[config.mk]
export PLATFORM = sky130hd
export DESIGN_NAME = dma_access_arbiter
export DESIGN_NICKNAME = d
export VERILOG_FILES = /design/src/rtl/dma_access_arbiter_pkg.sv /design/src/rtl/dma_access_arbiter_addr_range_cmp.sv /design/src/rtl/dma_access_arbiter.sv
export SDC_FILE = /design/constraint.sdc
export NUM_CORES = 1
export LEC_CHECK = 0
export CAP_MARGIN = 20
export CORE_UTILIZATION = 44
export CTS_BUF_LIST = sky130_fd_sc_hd__clkbuf_2 sky130_fd_sc_hd__clkbuf_4 sky130_fd_sc_hd__clkbuf_8
export DETAILED_ROUTE_END_ITERATION = 10
export GPL_TIMING_DRIVEN = 0
export HOLD_SLACK_MARGIN = 0.08
export PLACE_DENSITY = 0.91
export SKIP_LAST_GASP = 1
export SLEW_MARGIN = 0
export SYNTH_ARGS = -nofsm -noshare
export SYNTH_HDL_FRONTEND = slang
export SYNTH_HIERARCHICAL = 1
export SYNTH_SLANG_ARGS = --single-unit
[constraint.sdc]
create_clock -name clk -period 2.45 [get_ports clk]
set_input_delay 0.49 -clock clk [delete_from_list [all_inputs] [get_ports clk]]
set_output_delay 0.49 -clock clk [all_outputs]
set_load 0.005 [all_outputs]
[src/rtl/dma_access_arbiter_pkg.sv]
// Shared hw-mod memory map defaults and the DMA arbiter state encoding.
// Imported by the arbiter and by the other blocks that need the SMEM/KMEM map.
package dma_access_arbiter_pkg;

  localparam logic [15:0] SMEM_BASE_DEF = 16'hE000;
  localparam logic [15:0] SMEM_SIZE_DEF = 16'h1000;
  localparam logic [15:0] KMEM_BASE_DEF = 16'h6A00;
  localparam logic [15:0] KMEM_SIZE_DEF = 16'h0040;

  typedef enum logic [1:0] {
    ST_IDLE  = 2'd0,
    ST_ISSUE = 2'd1,
    ST_HOLD  = 2'd2,
    ST_GAP   = 2'd3
  } state_e;

  // Inclusive last address of a region, widened to 17 bits so it cannot wrap.
  function automatic logic [16:0] region_last(input logic [15:0] base,
                                              input logic [15:0] size,
                                              input logic [16:0] trim);
    return {1'b0, base} + {1'b0, size} - trim;
  endfunction

endpackage

[src/rtl/dma_access_arbiter_addr_range_cmp.sv]
// Inclusive address-range comparator: hit when BASE <= addr <= LAST.
// Bounds are 17 bits wide so a region ending at the top of memory does not wrap.
module addr_range_cmp #(
  parameter logic [16:0] BASE = 17'h00001,
  parameter logic [16:0] LAST = 17'h00001
) (
  input  logic [15:0] addr,
  output logic        hit
);

  logic [16:0] addr_ext;

  assign addr_ext = {1'b0, addr};
  assign hit      = (addr_ext >= BASE) && (addr_ext <= LAST);

endmodule

[src/rtl/dma_access_arbiter.sv]
// Sequences DMA-master requests onto the core DMA port so that dma_en is never
// high while pc is in secure ROM; key-memory requests are refused outright.
module dma_access_arbiter
  import dma_access_arbiter_pkg::*;
#(
  parameter logic [15:0] SMEM_BASE = SMEM_BASE_DEF,
  parameter logic [15:0] SMEM_SIZE = SMEM_SIZE_DEF,
  parameter logic [15:0] KMEM_BASE = KMEM_BASE_DEF,
  parameter logic [15:0] KMEM_SIZE = KMEM_SIZE_DEF,
  parameter int          BURST_MAX = 8,
  parameter int          HOLD_MAX  = 64
) (
  input  logic        clk,
  input  logic        rst,
  input  logic [15:0] pc,
  input  logic        req_valid,
  input  logic [15:0] req_addr,
  input  logic        req_we,
  output logic        req_ready,
  output logic        req_err,
  output logic        dma_en,
  output logic [15:0] dma_addr,
  output logic        dma_we,
  input  logic        dma_ready
);

  localparam int HW = $clog2(HOLD_MAX);
  localparam int BW = $clog2(BURST_MAX);
  localparam logic [HW-1:0] HOLD_LAST  = HW'(HOLD_MAX - 1);
  localparam logic [BW-1:0] BURST_LAST = BW'(BURST_MAX - 1);

  // The last SMEM byte is excluded from the protected pc window.
  localparam logic [16:0] SMEM_LAST = region_last(SMEM_BASE, SMEM_SIZE, 17'd2);
  localparam logic [16:0] KMEM_LAST = region_last(KMEM_BASE, KMEM_SIZE, 17'd1);

  logic in_smem;
  logic in_kmem;

  addr_range_cmp #(.BASE({1'b0, SMEM_BASE}), .LAST(SMEM_LAST)) u_smem_cmp (
    .addr (pc),
    .hit  (in_smem)
  );

  addr_range_cmp #(.BASE({1'b0, KMEM_BASE}), .LAST(KMEM_LAST)) u_kmem_cmp (
    .addr (req_addr),
    .hit  (in_kmem)
  );

  state_e        state_q, state_d;
  logic [HW-1:0] hold_cnt_q, hold_cnt_d;
  logic [BW-1:0] burst_cnt_q, burst_cnt_d;
  logic [15:0]   dma_addr_q, dma_addr_d;
  logic          dma_we_q, dma_we_d;

  always_comb begin
    state_d     = state_q;
    hold_cnt_d  = hold_cnt_q;
    burst_cnt_d = burst_cnt_q;
    dma_addr_d  = dma_addr_q;
    dma_we_d    = dma_we_q;
    req_ready   = 1'b0;
    req_err     = 1'b0;
    dma_en      = 1'b0;
    case (state_q)
      ST_IDLE: begin
        if (!req_valid) begin
          burst_cnt_d = '0;
        end else if (in_kmem) begin
          req_ready = 1'b1;
          req_err   = 1'b1;
        end else begin
          dma_addr_d = req_addr;
          dma_we_d   = req_we;
          if (in_smem) begin
            hold_cnt_d = '0;
            state_d    = ST_HOLD;
          end else begin
            state_d = ST_ISSUE;
          end
        end
      end
      ST_ISSUE: begin
        // Gating is combinational so pc entering SMEM kills dma_en that cycle.
        dma_en = ~in_smem;
        if (in_smem) begin
          hold_cnt_d = '0;
          state_d    = ST_HOLD;
        end else if (dma_ready) begin
          req_ready = 1'b1;
          if (burst_cnt_q == BURST_LAST) begin
            burst_cnt_d = '0;
            state_d     = ST_GAP;
          end else begin
            burst_cnt_d = burst_cnt_q + BW'(1);
            state_d     = ST_IDLE;
          end
        end
      end
      ST_HOLD: begin
        if (!in_smem) begin
          state_d = ST_ISSUE;
        end else if (hold_cnt_q == HOLD_LAST) begin
          req_ready = 1'b1;
          req_err   = 1'b1;
          state_d   = ST_IDLE;
        end else begin
          hold_cnt_d = hold_cnt_q + HW'(1);
        end
      end
      ST_GAP: begin
        state_d = ST_IDLE;
      end
      default: begin
        state_d = ST_IDLE;
      end
    endcase
  end

  always_ff @(posedge clk) begin
    if (rst) begin
      state_q     <= ST_IDLE;
      hold_cnt_q  <= '0;
      burst_cnt_q <= '0;
      dma_addr_q  <= '0;
      dma_we_q    <= 1'b0;
    end else begin
      state_q     <= state_d;
      hold_cnt_q  <= hold_cnt_d;
      burst_cnt_q <= burst_cnt_d;
      dma_addr_q  <= dma_addr_d;
      dma_we_q    <= dma_we_d;
    end
  end

  assign dma_addr = dma_addr_q;
  assign dma_we   = dma_we_q;

endmodule

==> results.json <==
{
  "status": "finished, final reports clean",
  "synth-seq-cells": 28,
  "hold_depth": 3,
  "total_power_uw": 882,
  "synth-seq-area-share_pct": 40.3,
  "clockBufferDepth": 2,
  "layout_common_cells": "44 x clkdlybuf4s50_1, 37 x nand2_1, 31 x a21oi_1, 28 x dfxtp_1, 9 x o21ai_0",
  "fin_area_sq_um": 2080,
  "synth-xor-area-share_pct": 0,
  "vdd_ir_drop_max_uv": 239,
  "placed_area_sq_um": 2000,
  "dp_hpwl_um": 2640,
  "cts.sinks": 28,
  "vias": 1444,
  "min-delay-path-class": "input pin to flop",
  "start_util_pct": 45.9,
  "slew_headroom_pct": 57.2,
  "max_cap_violations": 0,
  "die_w_um": 58.2,
  "fin_cells": 280,
  "crit_path_start_kind": "input pin",
  "grt_use_met3_pct": 5.80,
  "cts_buffers": 3,
  "final.setup_skew_ns": 0.00235,
  "power_density_nw_per_um2": 423,
  "synthSimpleGateAreaFrac_pct": 31.9,
  "tritoncts": "done",
  "postRouteAntennaNets": 0,
  "antenna_found_initial": 0,
  "crit_path_frequent_cell": "nand4_1",
  "synth_top_area_share_pct": 40.3,
  "drive_gt1_share_pct": 11.0,
  "met1_usage_pct": 27.6,
  "routed_wirelength_um": 3570,
  "via_per_inst": 5.16,
  "finalHoldViolCount": 0,
  "drv_slew": 0,
  "pin_count": 57,
  "place.gp.congestion": 0.820,
  "path_class": "input pin to output port",
  "grt_util_met2_pct": 37.1,
  "synth.area.top_cells": "dfxtp_1 40%, a21oi_1 12%, nand2_1 10%, o21ai_0 3.2%, ha_1 2.7%",
  "die_h_um": 58.2,
  "setup_viol": 0,
  "grt_usage_pct": 22.1,
  "cp_data_arrival_time_ns": 1.84,
  "reg2reg_depth": 6,
  "htree_levels": 1,
  "n_antenna_cell": 0,
  "drc": 0,
  "p_leak_uw": 0.000835,
  "first_pass_iters": 4,
  "p_sw_share_pct": 25.4,
  "die-area_sq_um": 3390,
  "yosys.area.top_type": "dfxtp_1",
  "fp.coreArea_sq_um": 3030,
  "area_delta_synth_final_pct": 50.0,
  "synthesis.nets": 217,
  "root_buffer": "clkbuf_4",
  "rows": 20,
  "clkPwrFrac_pct": 20.5,
  "netlist_area_sq_um": 1390,
  "setup.worst_path.end_class": "output port",
  "rsz0062_at_grt": "no",
  "grt_pass1_wl_um": 5870,
  "fill_cells": 243,
  "first_iter_violations": 42,
  "clk_latency_ns": 0.32,
  "fmaxAchievable_mhz": 430,
  "fin_crit_sh_pct": 95.0,
  "yosysWarnings": 6,
  "synthMuxAreaShare_pct": 2.16,
  "synth_top_family_by_area": "simple AND/OR/NAND/NOR gates",
  "grt_pass1_vias": 1342,
  "clk_pin_slew_ns": 0.13,
  "grt-busiest-layer": "met2",
  "numPortBuffers": 55,
  "crit_path_max_incr_delay_ns": 0.46,
  "period_minus_slack_ns": 2.33,
  "grt-ovfl-total": 0,
  "worst_ep_required_time_ns": 1.96,
  "crit_fanout": 4,
  "synth_compound_area_share_pct": 18.5,
  "tns_ns": 0,
  "switchingPower_uw": 224,
  "final_common_cell": "clkdlybuf4s50_1",
  "final_util_pct": 68.8,
  "cp_slowest_cell": "clkdlybuf4s50_1",
  "synthCells": 177,
  "place_inst": 276,
  "internal-power_uw": 658,
  "synth_fa_ha_area_share_pct": 2.70,
  "routedWlPerCell_um": 12.7,
  "final-seq-area_sq_um": 561,
  "synth_cell_types": 34,
  "combPwrFrac_pct": 24.1,
  "cts_hold_buffers": 0,
  "crit_chain": "clkdlybuf4s50_1 -> nand4_1 -> nor3_2 -> nor2_4 -> nand4_1 -> a21oi_2 -> a21o_1 -> clkbuf_2",
  "seqPwrFrac_pct": 55.4,
  "fin_nets": 278,
  "avgSynthCellArea_sq_um": 7.85,
  "multiInputGateArea_sq_um": 816,
  "max_slew.worst_pin.slew_ns": 0.636,
  "grt_max_degree": 15
}
## worst max-delay path, delay by kind of cell
family	cells	cell delay [ns]
buffers and inverters	2	0.57
AND/OR/NAND/NOR	4	0.57
AO/OA/AOI/OAI	2	0.22
## layout make-up
cell class,instances,area share (%)
Multi-Input combinational cell,137,39.1
Tap cell,44,2.64
Timing Repair Buffer,57,27.6
Buffer,11,2.70
Clock buffer,3,1.08
Sequential cell,28,26.9
## cells by family after synthesis
group,Yosys count
AOI/OAI and AO/OA,48
buffers and inverters,12
adders and majority gates,3
muxes,3
DFF,28
and+or+nand+nor,83
## synth_stat cells
cell      instances
ha_1              3
nor3_1            4
buf_2             7
nand2_1          37
a22o_1            1
or3_1             2
nor3b_1           1
a21boi_0          1
or4_1             1
nand3b_1          4
nand4_1           5
or2_2             3
and4b_1           1
o21ai_0           9
and3_1            1
nand2b_1          6
nand3_1           1
nor4bb_1          1
a21o_2            1
nor4b_2           1
a21o_1            1
and3_4            1
a31oi_1           2
mux2i_1           3
nor2b_1           2
dfxtp_1          28
clkbuf_1          4
buf_6             1
a21oi_1          32
and2_1            1
nor2_1            7
nand4b_1          3
nor3_2            1
o31ai_1           1
## state kept, by name, indices dropped and copies added, names as in the netlist
signal,count
dma_we,1
state_q,2
dma_addr,16
burst_cnt_q,3
hold_cnt_q,6
## final timing paths
check,from,endpoint,slack (ns)
worst max register to register,hold_cnt_q[0],hold_cnt_q[1],0.79
worst min register to register,dma_addr[2],dma_addr[2],0.46
worst max-delay path,pc[3],req_ready,0.12
worst min-delay path,req_addr[11],dma_addr[11],0.44
## per-stage QoR
stage / setup slack (ns) / hold slack [ns]
after floorplan: 0.593 / 0.450
after global placement: -0.485 / 0.441
after CTS: -0.0962 / 0.465
after global routing: 0.00390 / 0.458
final: 0.123 / 0.445
after detailed placement: -0.494 / 0.448
## power groups by stage
stage / clock network [uW] / registers (uW) / logic [uW]
finish: 181 / 489 / 213
detailed placement: 0 / 499 / 208
CTS: 188 / 489 / 213
floorplan: 0 / 500 / 85.4
global placement: 0 / 499 / 205
global route: 205 / 492 / 234
## per-layer routing
metal  part of all wire [%]  vias up
met4                   0.93        0
li1                       -      735
met5                      0        -
met1                     45      671
met2                     51       36
met3                    3.4        2
## what timing repair did
action | CTS | global route
endpoints found under the hold margin | 0 | 0
gates resized for setup | 12 | 12
endpoints found under the setup margin | 3 | 4
buffers inserted | 2 | 0
pin swaps | 5 | 4
Power figures use the tool's default switching activity.
